--- config.mk ---
export PLATFORM = sky130hd
export DESIGN_NAME = serial_addsub
export DESIGN_NICKNAME = d
export VERILOG_FILES = /design/src/rtl/serial_addsub.sv
export SDC_FILE = /design/constraint.sdc
export NUM_CORES = 1
export LEC_CHECK = 0
export ABC_AREA = 1
export BUFFER_PORTS_ARGS = -buffer_cell sky130_fd_sc_hd__buf_4
export CELL_PAD_IN_SITES_DETAIL_PLACEMENT = 0
export CELL_PAD_IN_SITES_GLOBAL_PLACEMENT = 2
export CORE_AREA = 2 2 129 131
export DETAILED_ROUTE_END_ITERATION = 8
export DIE_AREA = 0 0 131 133
export HOLD_SLACK_MARGIN = 0.03
export PLACE_DENSITY_LB_ADDON = 0.2
export SETUP_SLACK_MARGIN = 0.02
export SYNTH_ARGS = -nofsm -noshare
export SYNTH_HDL_FRONTEND = slang
export SYNTH_HIERARCHICAL = 1
export SYNTH_SLANG_ARGS = --single-unit
--- constraint.sdc ---
create_clock -name clk -period 3.5 [get_ports clk]
set_input_delay 0.35 -clock clk [delete_from_list [all_inputs] [get_ports clk]]
set_output_delay 0.35 -clock clk [all_outputs]
set_load 0.01 [all_outputs]
--- src/rtl/serial_addsub.sv ---
// Digit-serial adder/subtractor: DIGIT bits per clock, LSB digit first, through a
// DIGIT-long full-adder ripple chain with a registered inter-digit carry.

module serial_addsub_fa (
  input  logic a,
  input  logic b,
  input  logic ci,
  output logic s,
  output logic co
);
  assign s  = a ^ b ^ ci;
  assign co = (a & b) | (ci & (a ^ b));
endmodule

module serial_addsub #(
  parameter int WIDTH = 32,
  parameter int DIGIT = 4
) (
  input  logic             clk,
  input  logic             rst,
  input  logic             start,
  input  logic             sub,
  input  logic [WIDTH-1:0] a,
  input  logic [WIDTH-1:0] b,
  output logic             busy,
  output logic             done,
  output logic [WIDTH-1:0] result,
  output logic             cout,
  output logic             ovf,
  output logic             zero
);
  localparam int N  = WIDTH / DIGIT;
  localparam int CW = (N > 1) ? $clog2(N) : 1;

  typedef enum logic [1:0] {IDLE, RUN, DONE} state_t;

  state_t           state, state_nxt;
  logic [WIDTH-1:0] areg, breg;
  logic             carry;
  logic [CW-1:0]    cnt;
  logic             a_msb, b_msb;
  logic [DIGIT-1:0] dsum;
  logic [DIGIT:0]   c;
  logic [WIDTH-1:0] res_nxt;
  logic             last;

  assign c[0] = carry;
  for (genvar i = 0; i < DIGIT; i++) begin : g_chain
    serial_addsub_fa u_fa (
      .a (areg[i]),
      .b (breg[i]),
      .ci(c[i]),
      .s (dsum[i]),
      .co(c[i+1])
    );
  end

  // New digit enters at the top; the concat form also covers DIGIT == WIDTH.
  assign res_nxt = WIDTH'({dsum, result} >> DIGIT);
  assign last    = (cnt == CW'(N - 1));

  always_comb begin
    state_nxt = state;
    busy      = 1'b0;
    done      = 1'b0;
    case (state)
      IDLE: if (start) state_nxt = RUN;
      RUN: begin
        busy = 1'b1;
        if (last) state_nxt = DONE;
      end
      DONE: begin
        done      = 1'b1;
        state_nxt = IDLE;
      end
      default: state_nxt = IDLE;
    endcase
  end

  always_ff @(posedge clk) begin
    if (rst) begin
      state  <= IDLE;
      areg   <= '0;
      breg   <= '0;
      carry  <= 1'b0;
      cnt    <= '0;
      a_msb  <= 1'b0;
      b_msb  <= 1'b0;
      result <= '0;
      cout   <= 1'b0;
      ovf    <= 1'b0;
      zero   <= 1'b0;
    end else begin
      state <= state_nxt;
      case (state)
        IDLE: if (start) begin
          areg  <= a;
          breg  <= sub ? ~b : b;
          carry <= sub;
          cnt   <= '0;
          a_msb <= a[WIDTH-1];
          b_msb <= sub ? ~b[WIDTH-1] : b[WIDTH-1];
        end
        RUN: begin
          areg   <= areg >> DIGIT;
          breg   <= breg >> DIGIT;
          carry  <= c[DIGIT];
          cnt    <= cnt + CW'(1);
          result <= res_nxt;
          // Flags only move on the final digit so they stay stable through RUN.
          if (last) begin
            cout <= c[DIGIT];
            zero <= ~|res_nxt;
            ovf  <= (a_msb == b_msb) && (res_nxt[WIDTH-1] != a_msb);
          end
        end
        default: ;
      endcase
    end
  end
endmodule

==> metrics.yaml <==
run_status: "finished clean"
cts_buffer_depth: 2
route.detailed.vias_per_inst: 4.513
worst_ir_drop_vdd_v: 0.0002260
ys_types: 28
number_of_global_route_vias_before_repair: 4200
rsz_0062_raised_after_global_routing: "no"
clock_tree.htree_level_count: 3
final_net_count: 787
critPathCaptureType: "register"
worst_pin_slew_ns: 0.9679
mappedNetlistNets: 707
firstDrtPassIters: 4
hp-class: "in -> reg"
fp.dieW_um: 131
final_common_cell: "nand2_1"
start_util_pct: 29.14
clk_pin_slew_ns: 0.07
nFillCells: 1827
dp_worst_setup_slack_ns: 0.7098
p_sw_share_pct: 27.98
cts_tree: "built"
post_cts.repair.setup_buffers: 0
antenna_cells_inserted: 0
longest_individual_stage_delay_on_the_worst_path_ns: 0.52
finalClockSkew_ns: 0.006647
timing.final.max_slew_violations: 0
hold_buffers: 0
critical_path.cell_chain: "fa_1 -> fa_1 -> fa_1 -> fa_1 -> inv_1 -> or2_2 -> o21ai_0 -> nand3_1 -> a21oi_1"
synthCells: 633
pin_count: 105
timing.final.ws_setup_ns: 0.6819
globalplace.congestion: 0.7586
setup_total_negative_slack_ns: 0
largest_net_degree_at_the_start_of_global_routing: 57
rows: 47
timing.final.crit_share_pct: 80.52
clkSinkCount: 107
grt.met3_usage_pct: 3.478
placeable_core_area_um2: 16170
critical_path_required_ns: 3.78
power_frac_seq_pct: 49.4
drv.max_cap_violation_count: 0
globalRouteMet2Util_pct: 25.94
startpoint_type: "register"
routed_wirelength_um: 12850
top_usage_layer: "met2"
area_delta_synth_final_pct: 24.00
slew-limit-headroom_pct: 35.38
power_density_nw_per_um2: 473.6
r2r_start: "areg[0]"
cp_data_arrival_time_ns: 3.10
clk_latency_ns: 0.35
power.static_leakage_nw: 2.591
grt_pass1_wl_um: 21120
power_w: 0.002767
hold_depth: 3
tritoncts.num_buffers: 9
floorplan.die.height_um: 133
reg2regPathDepth: 9
internal-power_w: 0.001993
grt_overflow: 0
drtAntennaViolNets: 0
drive_above_1_share_pct: 18.38
detail_route.iter0.violations: 158
timing.final.crit_period_ns: 2.818
power.share.combinational_pct: 16.7
path_type_of_the_worst_setup_path: "reg -> reg"
grt_util_all_layers_pct: 15.46
cp_slowest_cell: "fa_1"
total_die_area_um2: 17420
mostFrequentLayoutCells: "206 x nand2_1, 109 x buf_4, 107 x dfxtp_1"
route.detailed.drc: 0
synth.ff_latch_count: 107
worst_hold_startpoint: "a[30]"
worstPathMaxFanout: 3
final_util_pct: 36.13
p_sw_w: 0.0007742
async_reset_ff_share_pct: 0
netlist_area_um2: 4712
routed_wire_length_per_instance_um: 13.70
p_clk_share_pct: 34.0
path_common_cell: "fa_1"
cts.repair.resized: 0
sequential_to_total_area_share_from_yosys_stat_pct: 45.46
yosys_warnings: 6
achievable-frequency_mhz: 354.9
synth_flop_cell: "dfxtp_1"
final_number_of_setup_violating_endpoints: 0
startpoint: "areg[0]"
synth_area_per_cell_um2: 7.444
buffer_ports.inserted: 104
antenna_violations_before_repair: 0
vias: 4233
detailed_placement_wirelength_estimate_um: 8405
synth_enable_flop_cells: 0
clk_root_buffer_cell: "clkbuf_16"
final_hold_viol_count: 0
grtUsageMet1_pct: 19.85
Yosys cell counts, types with 2 or more instances:
cell / number / area share, %
nand2_1: 206 / 16
nor2_1: 65 / 5.2
o21ai_0: 34 / 3.6
buf_4: 14 / 2.2
fa_1: 4 / 1.7
nand3_1: 20 / 2.1
a21oi_1: 33 / 3.5
inv_1: 36 / 2.9
a31oi_1: 22 / 2.9
ha_1: 2 / 0.53
dfxtp_1: 107 / 45
xnor2_1: 13 / 2.4
o211ai_1: 12 / 1.9
buf_2: 10 / 1.1
a22oi_1: 7 / 1.1
buf_6: 3 / 0.72
clkbuf_1: 12 / 0.96
nand2_2: 2 / 0.27
xor2_1: 19 / 3.5
inv_2: 4 / 0.32
path summary, 6_finish.rpt:
check                   to  slack, ns
setup / recovery       ovf       0.68
hold reg to reg     cnt[0]       0.46
hold / removal    areg[30]       0.26
setup reg to reg       ovf       0.68
sequential cells by signal, summed over array words and instances, names as in the netlist:
register / cells
areg: 32
breg: 32
result: 32
cnt: 3
state: 2
a_msb: 1
b_msb: 1
carry: 1
cout: 1
ovf: 1
zero: 1
through the flow:
stage          hold WS, ns  area [um2]  cells
2_1_floorplan       0.4289        4712    633
3_3_place_gp        0.4486        5580    922
3_5_place_dp        0.4558        5580    922
4_1_cts             0.2428        5843    938
5_1_grt             0.2602        5843    938
6_report            0.2593        5843    938
logic make-up (layout without fill, tap and decap cells):
| family | count (synthesis) | count (layout) | share of synthesized area [%] |
|---|---|---|---|
| AO/OA/AOI/OAI | 110 | 110 | 13.41 |
| XOR/XNOR | 32 | 32 | 5.948 |
| adder cells (fa/ha/maj) | 6 | 6 | 2.230 |
| buffers and inverters | 82 | 167 | 8.470 |
| flip-flops | 107 | 107 | 45.46 |
| AND/OR/NAND/NOR | 296 | 296 | 24.48 |
critical path: cells and delay by family, from the launching register on:
family	cells	cell delay [ns]
buffers and inverters	1	0.07
flip-flops	1	0.33
AND/OR/NAND/NOR	2	0.34
adder cells (fa/ha/maj)	4	1.73
AO/OA/AOI/OAI	2	0.26
routing by layer:
layer,part of all wire (%),routed length (um)
met3,4.6,588
met1,47,5983
met5,0,0
met2,48,6137
met4,1.1,142
final cells by class:
class	instances	area [um2]	area share, %
Inverter	41	153.9	2.634
Timing Repair Buffer	110	838.3	14.35
Clock buffer	12	236.5	4.047
Tap cell	220	275.3	4.711
Multi-Input combinational cell	444	2171	37.15
Sequential cell	107	2142	36.66
Clock inverter	4	26.28	0.4497
power by group through the flow:
stage | registers [W] | logic, W | clock network, W
after floorplan | 0.00139 | 0.000286 | 0
after global placement | 0.00139 | 0.000467 | 0
after detailed placement | 0.00140 | 0.000471 | 0
after CTS | 0.00137 | 0.000472 | 0.000987
after global routing | 0.00138 | 0.000528 | 0.00104
final | 0.00137 | 0.000461 | 0.000940
Note: power is estimated with default switching activity, not from simulation.
